**src/rtl/ext_bus_arbiter.sv**
```systemverilog
// Shares the single external bus between instruction fetch and load/store, one fixed-length
// access at a time. Define FAIR_ARB_EN for round-robin arbitration on contention.
module ext_bus_arbiter #(
    parameter int unsigned WAIT_CYCLES = 2
) (
    input  logic        clk_from_external,
    input  logic        reset_from_external,
    input  logic        if_req,
    input  logic [31:0] if_addr,
    output logic        if_done,
    output logic [31:0] if_rdata,
    input  logic        ls_req,
    input  logic        ls_we,
    input  logic [1:0]  ls_size,
    input  logic [31:0] ls_addr,
    input  logic [31:0] ls_wdata,
    output logic        ls_done,
    output logic [31:0] ls_rdata,
    input  logic [31:0] inputdata_from_external_bus,
    output logic [31:0] outputdata_to_external_bus,
    output logic [31:0] address_to_external_bus_from_cpu,
    output logic [3:0]  control_output_to_external_bus,
    output logic        bus_busy
);
    typedef enum logic {IDLE = 1'b0, ACCESS = 1'b1} state_t;

    state_t      state_q, state_d;
    logic [3:0]  cnt_q, cnt_d;
    logic        gnt_ls_q, gnt_ls_d;
    logic [31:0] addr_q, addr_d;
    logic [31:0] wdata_q, wdata_d;
    logic [3:0]  ctrl_q, ctrl_d;
    logic        if_done_q, if_done_d;
    logic        ls_done_q, ls_done_d;
    logic [31:0] if_rdata_q, if_rdata_d;
    logic [31:0] ls_rdata_q, ls_rdata_d;

    logic if_pend, ls_pend, grant, pick_ls, last_cycle;

    function automatic logic [1:0] norm_size(input logic [1:0] sz);
        return (sz == 2'b11) ? 2'b10 : sz;
    endfunction

    // A port whose done pulse is high this cycle is still holding its old request.
    assign if_pend    = if_req & ~if_done_q;
    assign ls_pend    = ls_req & ~ls_done_q;
    assign grant      = (state_q == IDLE) && (if_pend || ls_pend);
    assign last_cycle = (state_q == ACCESS) && (cnt_q == 4'd0);

`ifdef FAIR_ARB_EN
    logic last_ls_q;

    assign pick_ls = (if_pend && ls_pend) ? ~last_ls_q : ls_pend;

    always_ff @(posedge clk_from_external) begin
        if (reset_from_external) begin
            last_ls_q <= 1'b1;
        end else if (grant) begin
            last_ls_q <= pick_ls;
        end
    end
`else
    assign pick_ls = ls_pend;
`endif

    always_ff @(posedge clk_from_external) begin
        if (reset_from_external) begin
            state_q    <= IDLE;
            cnt_q      <= 4'd0;
            gnt_ls_q   <= 1'b0;
            addr_q     <= 32'd0;
            wdata_q    <= 32'd0;
            ctrl_q     <= 4'd0;
            if_done_q  <= 1'b0;
            ls_done_q  <= 1'b0;
            if_rdata_q <= 32'd0;
            ls_rdata_q <= 32'd0;
        end else begin
            state_q    <= state_d;
            cnt_q      <= cnt_d;
            gnt_ls_q   <= gnt_ls_d;
            addr_q     <= addr_d;
            wdata_q    <= wdata_d;
            ctrl_q     <= ctrl_d;
            if_done_q  <= if_done_d;
            ls_done_q  <= ls_done_d;
            if_rdata_q <= if_rdata_d;
            ls_rdata_q <= ls_rdata_d;
        end
    end

    always_comb begin
        state_d  = state_q;
        cnt_d    = cnt_q;
        gnt_ls_d = gnt_ls_q;
        case (state_q)
            IDLE: begin
                if (grant) begin
                    state_d  = ACCESS;
                    cnt_d    = 4'(WAIT_CYCLES);
                    gnt_ls_d = pick_ls;
                end
            end
            ACCESS: begin
                if (cnt_q == 4'd0) begin
                    state_d = IDLE;
                end else begin
                    cnt_d = cnt_q - 4'd1;
                end
            end
            default: state_d = IDLE;
        endcase
    end

    // Bus lines are loaded at grant so they are valid from the first ACCESS cycle.
    always_comb begin
        addr_d     = addr_q;
        wdata_d    = wdata_q;
        ctrl_d     = ctrl_q;
        if_done_d  = 1'b0;
        ls_done_d  = 1'b0;
        if_rdata_d = if_rdata_q;
        ls_rdata_d = ls_rdata_q;
        if (grant) begin
            if (pick_ls) begin
                addr_d  = ls_addr;
                wdata_d = ls_we ? ls_wdata : 32'd0;
                ctrl_d  = {norm_size(ls_size), ls_we ? 2'b10 : 2'b01};
            end else begin
                addr_d  = if_addr;
                wdata_d = 32'd0;
                ctrl_d  = 4'b1001;
            end
        end else if (last_cycle) begin
            addr_d  = 32'd0;
            wdata_d = 32'd0;
            ctrl_d  = 4'd0;
            if (gnt_ls_q) begin
                ls_done_d  = 1'b1;
                ls_rdata_d = inputdata_from_external_bus;
            end else begin
                if_done_d  = 1'b1;
                if_rdata_d = inputdata_from_external_bus;
            end
        end
    end

    assign if_done                          = if_done_q;
    assign ls_done                          = ls_done_q;
    assign if_rdata                         = if_rdata_q;
    assign ls_rdata                         = ls_rdata_q;
    assign outputdata_to_external_bus       = wdata_q;
    assign address_to_external_bus_from_cpu = addr_q;
    assign control_output_to_external_bus   = ctrl_q;
    assign bus_busy                         = (state_q == ACCESS);
endmodule
```
**config.mk**
```make
export PLATFORM = sky130hd
export DESIGN_NAME = ext_bus_arbiter
export DESIGN_NICKNAME = d
export VERILOG_FILES = /design/src/rtl/ext_bus_arbiter.sv
export SDC_FILE = /design/constraint.sdc
export NUM_CORES = 1
export LEC_CHECK = 0
export BUFFER_PORTS_ARGS = -buffer_cell sky130_fd_sc_hd__buf_2
export CAP_MARGIN = 20
export CORE_ASPECT_RATIO = 0.75
export CORE_MARGIN = 4
export CORE_UTILIZATION = 43
export CTS_CLUSTER_DIAMETER = 100
export CTS_CLUSTER_SIZE = 30
export DETAILED_ROUTE_END_ITERATION = 7
export PLACE_DENSITY = 0.78
export SLEW_MARGIN = 20
export SYNTH_ARGS = -nofsm -noshare
export SYNTH_HDL_FRONTEND = slang
export SYNTH_SLANG_ARGS = --single-unit
```
**constraint.sdc**
```tcl
create_clock -name clk_from_external -period 2.95 [get_ports clk_from_external]
set_clock_uncertainty 0.1 [all_clocks]
set_input_delay 0.59 -clock clk_from_external [delete_from_list [all_inputs] [get_ports clk_from_external]]
set_output_delay 0.59 -clock clk_from_external [all_outputs]
set_load 0.03 [all_outputs]
```
==> results.yml <==
outcome:
  status: "completed"
worst_setup_path:
  cp-startpoint: "bus_busy"
  rr_startpoint: "bus_busy"
  cp-start-kind: "flop"
  endpoint: "bus_busy"
  rr_endpoint: "if_rdata[30]"
  cp_max_fo: 13
  path_delay_family: "flip-flops"
  crit_chain: "buf_2"
  crit_type: "flop to output port"
  cp.depth: 1
  ff2ff_setup_slack_ns: 0.93
  slowest_delay_ns: 0.72
  critPathSlowestCell: "dfxtp_1"
  required_ns: 2.26
  cp-end-kind: "output port"
  r2r.worst_path.cells: 4
  timing.critical_path.buf_inv: 1
  critPathArrivalTime_ns: 1.47
pwr:
  p_sw_mw: 1.53
  p_comb_share_pct: 18.1
  swShare_pct: 30.1
  clockPowerShare_pct: 40.9
  fin_total_pwr_mw: 5.07
  ir_drop_uv: 388
  power.internal_mw: 3.54
  p_leak_nw: 3.37
  seqPwrFrac_pct: 41.0
  power_density_mw_per_mm2: 670
detailed_routing:
  vias_per_cell: 5.02
  routed_wl_mm: 15.5
  wire_per_inst_um: 14.7
  dr.pass1.iters: 4
  drt_iter0_drc: 262
  ant_nets: 0
  remaining_drc_errors: 0
  via_count: 5281
cells_and_area:
  drive_gt1_share_pct: 46.3
  fill_cells: 1201
  regArea_mm2: 0.00280
  diodes: 0
  nNetsFinal: 1005
  fin_util_pct: 58.1
  multiInputGateArea_mm2: 0.00251
  final_cells: 1053
  area_delta_synth_final_pct: 32.2
die:
  io_pins: 270
  die_area_mm2: 0.0152
  die-height_um: 108
  coreArea_mm2: 0.0130
  start_util_pct: 43.9
  dieWidth_um: 141
  num_rows: 36
clock_tree:
  clk_pin_slew_ns: 0.06
  clkSinkCount: 140
  cts_tree: "done"
  htreeDepth: 4
  cts_resized: 0
  cts_buffers: 17
  hold_buffers: 0
  clk_path_buf_depth: 2
  clk_latency_ns: 0.40
  cts_setup_buffers: 0
  cts-root-buf: "clkbuf_16"
global_route:
  antenna_found_initial: 0
  grt_pass1_wl_mm: 23.9
  grt_pass1_vias: 4961
  grt_max_degree: 141
  track_usage_pct: 19.2
  grt.overflow.total: 0
placement:
  port_buffers: 269
  placed_cells: 1021
  gp_congestion: 0.785
  dp_slack_ns: 0.761
  dpl.hpwl_mm: 10.7
timing:
  drv_slew: 0
  finalCriticalPeriod_ns: 2.16
  hold_viol: 0
  slew_headroom_pct: 47.7
  setup_viol: 0
  setup_ws_ns: 0.787
  fin_setup_tns_ns: 0
  fmax_mhz: 462
  tightest_slew_ns: 0.783
  rsz0062_at_grt: "false"
  min_period_over_period_pct: 73.3
worst_hold_path:
  hold_class: "input pin to flop"
run:
  cap_violations: 0
yosys:
  synth_warnings: 0
  yosysUniqueCellTypes: 36
  postSynthAreaPerCell_um2: 9.09
  synth_seq_area_share_pct: 49.0
  ys_seq_elements: 140
  syn-num-nets: 765
  syn_inst: 629
  synth_area_mm2: 0.00572
## power groups by stage
stage          Sequential (mW)  Clock (mW)  Combinational [mW]
2_1_floorplan             2.32           0               0.444
3_3_place_gp              2.11           0               0.912
3_5_place_dp              2.12           0               0.919
4_1_cts                   2.08        2.13               0.922
5_1_grt                   2.09        2.22               0.992
6_report                  2.08        2.08               0.916
## final cells by class
class,instances,area share [%]
inverters,3,0.149
flip-flops and latches,140,37.1
repair buffers,278,19.1
clock inverters,13,1.74
clock buffers,19,5.99
multi-input cells,429,33.2
well taps,171,2.83
## metrics by stage
| stage | instance area (um2) | hold WS, ns |
|---|---|---|
| global placement | 6980 | 0.338 |
| finish | 7560 | 0.313 |
| detailed placement | 6980 | 0.343 |
| CTS | 7560 | 0.289 |
| global route | 7560 | 0.299 |
| floorplan | 5720 | 0.367 |
## routing by layer
metal / part of all wire [%] / up-vias / GRT usage (%)
met5: 0 / - / 0
met4: 1.3 / 0 / 5.95
met3: 9.9 / 18 / 7.28
met2: 48 / 202 / 31.7
met1: 41 / 2432 / 23.2
li1: - / 2629 / -
## placed cells by master (no fill, tap or decap), drive strengths merged, types with 2 or more instances in the layout
master	count
inv	10
nor3	2
a21oi	103
clkinv	3
nand2	165
dfxtp	140
buf	278
nand2b	3
nor2	38
mux2	32
a32oi	32
clkbuf	19
o21ai	2
a31oi	3
clkinvlp	2
nand3	36
## cells in the mapped netlist
master,number,area (um2)
dfxtp_1,140,2800
nand2_1,137,514
a21oi_1,72,360
nor2_1,37,139
nand3_1,36,180
a32oi_1,32,280
mux2_2,32,360
a21oi_2,30,263
nand2_2,28,175
buf_2,18,90.1
clkbuf_1,14,52.6
buf_4,10,75.1
buf_6,10,113
buf_12,4,80.1
a31oi_1,3,18.8
inv_1,3,11.3
nand2b_1,2,12.5
nor3_1,2,10.0
o21ai_0,2,10.0
a211oi_1,1,7.51
a21o_1,1,7.51
a21oi_4,1,16.3
and2_4,1,8.76
and4bb_1,1,12.5
buf_1,1,3.75
ha_1,1,12.5
nand2b_4,1,13.8
nand4bb_1,1,11.3
nor2_4,1,11.3
nor3b_4,1,18.8
nor4_1,1,6.26
nor4b_1,1,8.76
o311ai_0,1,8.76
o31a_1,1,8.76
o31ai_1,1,7.51
or2_2,1,6.26
## kinds of logic (layout without fill, tap and decap cells)
family                     after synthesis  in the layout  synth area share, %
AOI/OAI and AO/OA                      145            145                 17.3
and+or+nand+nor                        251            251                 19.7
buffers and inverters                   60            313                 7.44
DFF                                    140            140                 49.0
adders and majority gates                1              1                0.219
muxes                                   32             32                 6.30
## worst min-delay path by stage
stage                            start                        endpoint  slack (ns)  depth (start not counted)
final                      ls_wdata[6]   outputdata_to_external_bus[6]        0.31                          3
after CTS                  ls_wdata[6]   outputdata_to_external_bus[6]        0.29                          3
after global routing      ls_wdata[27]  outputdata_to_external_bus[27]        0.30                          3
after global placement    if_rdata[31]                    if_rdata[31]        0.34                          2
after floorplan               cnt_q[0]                        cnt_q[0]        0.37                          2
after detailed placement  if_rdata[22]                    if_rdata[22]        0.34                          2
## tightest hold or removal path, cell delays in order
cell and delay [ns]:
buf_2 0.08, a32oi_1 0.04, nor2_1 0.07
## registers in the layout (all words and copies together) (netlist names)
register / flops
address_to_external_bus_from_cpu: 32
bus_busy: 1
cnt_q: 4
control_output_to_external_bus: 4
gnt_ls_q: 1
if_done: 1
if_rdata: 32
ls_done: 1
ls_rdata: 32
outputdata_to_external_bus: 32
(Power assumes the default switching activity.)
